--- src/rtl/pipeline_sequencer.sv ---
// pipeline_sequencer
// Central stall/flush controller for the 4-stage core (IF, ID, EX, WB).
// It tracks the instruction and data memory handshakes, RAW hazards between
// ID sources and EX/WB destinations, the multi-cycle MDU, and taken branches
// that resolve in WB. From these it drives the per-register stall and flush
// controls, the PC enable and the instruction request.
//
// Ports
//   clk, rst_n                 core clock, synchronous active-low reset
//   fetch_en_i                 starts fetching; latched into a run flag until reset
//   instr_req_o                instruction memory request
//   instr_gnt_i/instr_rvalid_i instruction grant / rdata valid
//   data_req_i                 WB stage holds a load/store
//   data_gnt_i/data_rvalid_i   data grant / response valid
//   data_req_en_o              WB may drive its data request (0 while awaiting rvalid)
//   id_rs1/rs2_addr_i, _used_i ID source registers and their liveness
//   ex_rd_addr_i, ex_write_en_i  EX destination
//   wb_rd_addr_i, wb_write_en_i  WB destination
//   mdu_start_i                EX holds an MDU op (first cycle)
//   branch_taken_i             WB branch/jump taken
//   pc_en_o                    PC loads its next value
//   stall_*_o / flush_*_o      hold / bubble control for IF_to_ID, ID_to_EX, EX_to_WB
module pipeline_sequencer #(
  parameter int ADDR_WIDTH  = 5,
  parameter int MDU_LATENCY = 4
) (
  input  logic                  clk,
  input  logic                  rst_n,
  input  logic                  fetch_en_i,
  output logic                  instr_req_o,
  input  logic                  instr_gnt_i,
  input  logic                  instr_rvalid_i,
  input  logic                  data_req_i,
  input  logic                  data_gnt_i,
  input  logic                  data_rvalid_i,
  output logic                  data_req_en_o,
  input  logic [ADDR_WIDTH-1:0] id_rs1_addr_i,
  input  logic                  id_rs1_used_i,
  input  logic [ADDR_WIDTH-1:0] id_rs2_addr_i,
  input  logic                  id_rs2_used_i,
  input  logic [ADDR_WIDTH-1:0] ex_rd_addr_i,
  input  logic                  ex_write_en_i,
  input  logic [ADDR_WIDTH-1:0] wb_rd_addr_i,
  input  logic                  wb_write_en_i,
  input  logic                  mdu_start_i,
  input  logic                  branch_taken_i,
  output logic                  pc_en_o,
  output logic                  stall_if_id_o,
  output logic                  stall_id_ex_o,
  output logic                  stall_ex_wb_o,
  output logic                  flush_if_id_o,
  output logic                  flush_id_ex_o,
  output logic                  flush_ex_wb_o
);

  typedef enum logic [1:0] {F_OFF, F_REQ, F_WAIT} fetch_state_t;
  typedef enum logic [1:0] {D_IDLE, D_GNT, D_WAIT} data_state_t;

  // Latencies of 0 and 1 both mean a single-cycle MDU that never stalls.
  localparam bit MDU_ON   = (MDU_LATENCY > 1);
  localparam int CNT_W    = (MDU_LATENCY > 2) ? $clog2(MDU_LATENCY) : 1;
  localparam int MDU_LAST = MDU_ON ? MDU_LATENCY - 1 : 0;
  localparam logic [CNT_W-1:0] MDU_LOAD = CNT_W'(MDU_LAST);

  logic         run_reg, run_next;
  fetch_state_t fetch_state_reg, fetch_state_next;
  data_state_t  data_state_reg, data_state_next;
  logic [CNT_W-1:0] mdu_cnt_reg, mdu_cnt_next;
  logic         discard_reg, discard_next;
  logic         instr_req_reg, data_req_en_reg;

  logic data_stall, fetch_valid, mdu_busy, hazard, branch_win;

  // ---------------- RAW hazard detection, one slice per ID source ----------
  logic [ADDR_WIDTH-1:0] src_addr [2];
  logic [1:0]            src_used;
  logic [1:0]            src_hazard;

  assign src_addr[0] = id_rs1_addr_i;
  assign src_addr[1] = id_rs2_addr_i;
  assign src_used    = {id_rs2_used_i, id_rs1_used_i};

  genvar gi;
  generate
    for (gi = 0; gi < 2; gi++) begin : g_src
      // x0 is hardwired zero, so it can never carry a dependency.
      assign src_hazard[gi] = src_used[gi] && (src_addr[gi] != '0) &&
                              ((ex_write_en_i && (src_addr[gi] == ex_rd_addr_i)) ||
                               (wb_write_en_i && (src_addr[gi] == wb_rd_addr_i)));
    end
  endgenerate

  assign hazard = |src_hazard;

  // ---------------- status terms ----------------
  assign data_stall  = data_req_i && !((data_state_reg == D_WAIT) && data_rvalid_i);
  assign fetch_valid = (fetch_state_reg == F_WAIT) && instr_rvalid_i && !discard_reg;
  assign mdu_busy    = (mdu_cnt_reg != '0) || (MDU_ON && mdu_start_i);

  // ---------------- priority stall/flush decode ----------------
  // Each branch sets at most one of stall/flush per register, so flush
  // always wins by construction.
  always_comb begin
    stall_if_id_o = 1'b0;
    stall_id_ex_o = 1'b0;
    stall_ex_wb_o = 1'b0;
    flush_if_id_o = 1'b0;
    flush_id_ex_o = 1'b0;
    flush_ex_wb_o = 1'b0;
    pc_en_o       = 1'b0;
    branch_win    = 1'b0;
    if (!run_reg || data_stall) begin
      stall_if_id_o = 1'b1;
      stall_id_ex_o = 1'b1;
      stall_ex_wb_o = 1'b1;
    end else if (branch_taken_i) begin
      flush_if_id_o = 1'b1;
      flush_id_ex_o = 1'b1;
      flush_ex_wb_o = 1'b1;
      pc_en_o       = 1'b1;
      branch_win    = 1'b1;
    end else if (mdu_busy) begin
      stall_if_id_o = 1'b1;
      stall_id_ex_o = 1'b1;
      flush_ex_wb_o = 1'b1;
    end else if (hazard) begin
      stall_if_id_o = 1'b1;
      flush_id_ex_o = 1'b1;
    end else if (fetch_valid) begin
      pc_en_o = 1'b1;
    end else begin
      flush_if_id_o = 1'b1;
    end
  end

  // ---------------- next-state logic ----------------
  always_comb begin
    run_next = run_reg || fetch_en_i;

    fetch_state_next = fetch_state_reg;
    case (fetch_state_reg)
      F_OFF:   if (run_next)       fetch_state_next = F_REQ;
      F_REQ:   if (instr_gnt_i)    fetch_state_next = F_WAIT;
      F_WAIT:  if (instr_rvalid_i) fetch_state_next = F_REQ;
      default:                     fetch_state_next = F_OFF;
    endcase

    data_state_next = data_state_reg;
    case (data_state_reg)
      D_IDLE:  if (data_req_i) data_state_next = data_gnt_i ? D_WAIT : D_GNT;
      D_GNT:   if (data_gnt_i)    data_state_next = D_WAIT;
      D_WAIT:  if (data_rvalid_i) data_state_next = D_IDLE;
      default:                    data_state_next = D_IDLE;
    endcase

    mdu_cnt_next = mdu_cnt_reg;
    if (mdu_cnt_reg != '0)
      mdu_cnt_next = mdu_cnt_reg - CNT_W'(1);
    else if (MDU_ON && mdu_start_i)
      mdu_cnt_next = MDU_LOAD;

    // A word granted before the branch (already waiting, or granted this very
    // cycle against the old PC) belongs to the wrong path and must be dropped.
    discard_next = discard_reg;
    if ((fetch_state_reg == F_WAIT) && instr_rvalid_i)
      discard_next = 1'b0;
    else if (branch_win &&
             (((fetch_state_reg == F_WAIT) && !instr_rvalid_i) ||
              ((fetch_state_reg == F_REQ) && instr_gnt_i)))
      discard_next = 1'b1;
  end

  // ---------------- state registers ----------------
  always_ff @(posedge clk) begin
    if (!rst_n) begin
      run_reg         <= 1'b0;
      fetch_state_reg <= F_OFF;
      data_state_reg  <= D_IDLE;
      mdu_cnt_reg     <= '0;
      discard_reg     <= 1'b0;
      instr_req_reg   <= 1'b0;
      data_req_en_reg <= 1'b1;
    end else begin
      run_reg         <= run_next;
      fetch_state_reg <= fetch_state_next;
      data_state_reg  <= data_state_next;
      mdu_cnt_reg     <= mdu_cnt_next;
      discard_reg     <= discard_next;
      instr_req_reg   <= (fetch_state_next == F_REQ);
      data_req_en_reg <= (data_state_next != D_WAIT);
    end
  end

  assign instr_req_o   = instr_req_reg;
  assign data_req_en_o = data_req_en_reg;

endmodule

--- config.mk ---
export PLATFORM = sky130hd
export DESIGN_NAME = pipeline_sequencer
export DESIGN_NICKNAME = d
export VERILOG_FILES = /design/src/rtl/pipeline_sequencer.sv
export SDC_FILE = /design/constraint.sdc
export NUM_CORES = 1
export LEC_CHECK = 0
export CORE_AREA = 2 2 46 48
export CTS_BUF_LIST = sky130_fd_sc_hd__clkbuf_8
export DETAILED_ROUTE_END_ITERATION = 10
export DIE_AREA = 0 0 48 50
export GPL_TIMING_DRIVEN = 0
export PLACE_DENSITY = 0.81
export SLEW_MARGIN = 20
export SYNTH_ARGS = -nofsm -noshare
export SYNTH_HDL_FRONTEND = slang
export SYNTH_SLANG_ARGS = --single-unit
--- constraint.sdc ---
create_clock -name clk -period 2.55 [get_ports clk]
set_input_delay 0.3825 -clock clk [delete_from_list [all_inputs] [get_ports clk]]
set_output_delay 0.3825 -clock clk [all_outputs]
set_load 0.01 [all_outputs]
==> flow_summary_export.csv <==
group,metric,value,unit
min_path,hold_class,"flop to flop",
logic_synthesis,ys_top_cells_by_count,"xnor2_1 (20), nand2_1 (11), dfxtp_1 (10), inv_1 (6), o21ai_0 (6)",
logic_synthesis,mappedNetlistArea,726,um^2
job,maxCapViolCount,0,
route,num_vias,810,
logic_synthesis,yosys.cell_types.count,27,
floorplanning,core_area,0.00190,mm^2
grt,antenna_found_initial,0,
place,place.gp.congestion,0.732,
sta,fin_setup_tns,0,ns
floorplanning,io_pins,43,
logic_synthesis,yosys-top-cells-area,"dfxtp_1 (28%), xnor2_1 (24%), nand2_1 (5.7%)",
floorplanning,dieArea,0.00240,mm^2
sta,slew_headroom,78.6,%
clock_tree,cts_made_buffers,3,
finish,areaGrowthSynthToFinish,68.8,%
grt,grt_pass1_vias,853,
route,viasPerCell,5.00,
pwr,irDropWorstVdd,0.000407,V
grt,grt_overflow_total,0,
finish,fill_cells,174,
grt,grt_pass1_wl,3.31,mm
pwr,p_per_area,457,mW/mm^2
floorplanning,die_h,50,um
floorplanning,fp-row-count,16,
grt,use_met2,35.6,%
worst_setup_path,cp-end-kind,"output port",
worst_setup_path,worstPathBufferInverterCount,2,
logic_synthesis,synth_top_area_share,27.6,%
finish,diodes,0,
run_status,outcome,"finished clean",
logic_synthesis,synth_edf_count,0,
grt,grt_max_degree,10,
sta,worst_pin_slew,0.317,ns
logic_synthesis,yosys.area.top_type,"dfxtp_1",
logic_synthesis,synth_warnings,0,
worst_setup_path,cp_slowest_stage_delay,0.52,ns
logic_synthesis,seq_area_frac_synth,27.6,%
clock_tree,clkTransAtPathRegs,0.05,ns
sta,rsz0062_at_grt,"no",
sta,skew,0.00101,ns
sta,hold_viol,0,
worst_setup_path,path_cells,"dlygate4sd2_1 > or4_1 > o21a_1 > a32o_2 > a21o_2 > dlygate4sd2_1",
worst_setup_path,crit_path_max_fanout,4,
sta,finalSetupViolCount,0,
logic_synthesis,synthCells,89,
logic_synthesis,yosys_most_used_dff,"dfxtp_1",
logic_synthesis,syn_nets,124,
clock_tree,cts_buffer_depth,2,
logic_synthesis,synth.most_common_cell,"xnor2_1",
route,drc_errors,0,
sta,hold_slack,0.514,ns
logic_synthesis,postSynthAreaPerCell,8.15,um^2
route,dr.pass1.iters,4,
sta,fmaxAchievable,404,MHz
logic_synthesis,synth-seq-cells,10,
grt,grt_usage,18.4,%
floorplanning,die-width,48,um
clock_tree,clk_latency,0.23,ns
place,dpl_worst_slack,-0.524,ns
route,ant_nets,0,
worst_setup_path,crit_type,"primary input to output port",
clock_tree,cts.sinks,10,
sta,postLayoutSetupSlackWorst,0.0730,ns
route,drtIter0Drc,3,
clock_tree,cts_tree,"done",
sta,fin_crit_sh,97.1,%
worst_setup_path,cp.required,2.17,ns
sta,period_needed,2.48,ns
place,dpl.hpwl,1.74,mm
logic_synthesis,postSynth.asyncResetShare,0,%
route,wl_per_cell,13.2,um
grt,met1_usage,17.7,%
sta,timing.final.max_slew_violations,0,
route,drt-total-wl,2.13,mm
worst_setup_path,start_kind,"primary input",
grt,globalRouteMet3Util,4.40,%
floorplanning,initial_core_util,38.2,%
place,numPortBuffers,42,
worst_setup_path,cp.arrival,2.09,ns
worst_setup_path,cpMostUsedCell,"dlygate4sd2_1",
clock_tree,cts_max_level,1,
clock_tree,clockRootBuffer,"clkbuf_8",
worst_setup_path,crit_family,"compound AO/OA/AOI/OAI gates",
finish,nNetsFinal,171,
pwr,power_leakage,0.000475,uW
worst_setup_path,crit_path_top_delay_cell,"or4_1",
clock_tree,postCtsHoldBufs,0,
grt,grt_busiest_layer,"met2",
finish,layout-drive-gt1-share,7.41,%
[stage by stage]
stage	cells	cell area [um^2]	util [%]	total power (uW)
after floorplan	89	726	-	273
after global placement	158	1180	62.0	366
after detailed placement	158	1180	62.0	376
after CTS	162	1230	64.5	567
after global routing	162	1220	64.4	598
final	162	1220	64.4	560
[power by group]
| part | internal, uW | switching [uW] |
|---|---|---|
| Combinational | 107 | 76.7 |
| Sequential | 174 | 10.7 |
| Clock | 135 | 57.0 |
[what timing repair did]
action | CTS | global route
resized for setup | 15 | 2
buffers inserted | 0 | 0
endpoints found under the setup margin | 5 | 1
pin swaps | 1 | 0
[layer usage]
metal | vias to the layer above | share of wire, %
met5 | - | 0
met4 | 0 | 0
met3 | 0 | 11
met2 | 40 | 52
met1 | 362 | 37
li1 | 408 | -
[final timing paths]
| path | cells past startpoint | from | slack, ns | end |
|---|---|---|---|---|
| hold / removal | 1 | run_reg | 0.51 | run_reg |
| setup reg to reg | 5 | mdu_cnt_reg[0] | 1.48 | mdu_cnt_reg[0] |
| hold reg to reg | 1 | run_reg | 0.51 | run_reg |
| setup / recovery | 6 | id_rs2_addr_i[1] | 0.07 | stall_if_id_o |
[kinds of logic (layout without fill, tap and decap cells)]
group | Yosys count | in the layout | synth area share (%)
fa+ha+maj | 1 | 1 | 1.72
simple gates | 32 | 32 | 23.4
compound gates | 20 | 20 | 20.0
buf+inv | 6 | 52 | 3.10
flops | 10 | 10 | 27.6
xor+xnor | 20 | 20 | 24.1
[layout make-up]
class                           instances  area (um^2)  share of cell area, %
Clock buffer                            4         55.1                   4.49
Inverter                                6         22.5                   1.84
Multi-Input combinational cell         73          510                   41.7
Sequential cell                        10          200                   16.3
Tap cell                               27         33.8                   2.76
Timing Repair Buffer                   42          403                   32.9
[layout by cell type, fill, tap and decap left out]
master            n
nand3b_1          2
dfxtp_1          10
buf_2             1
nor3_1            1
a31oi_1           1
a32o_2            1
o41ai_2           1
nand2_1          11
a21boi_2          2
xnor2_1          20
nor4b_1           1
o21a_1            3
clkdlybuf4s50_1  31
clkbuf_8          4
nor3b_1           2
dlygate4sd2_1    10
a21o_2            1
o211a_1           1
a21oi_1           1
o21ai_0           6
ha_1              1
nand4_1           4
nor2b_1           1
o22ai_1           2
or4_1             1
nor2_1            4
o31ai_1           1
nand2b_1          1
and2_1            4
inv_1             6
No activity file was read; power rests on OpenSTA's default activity.
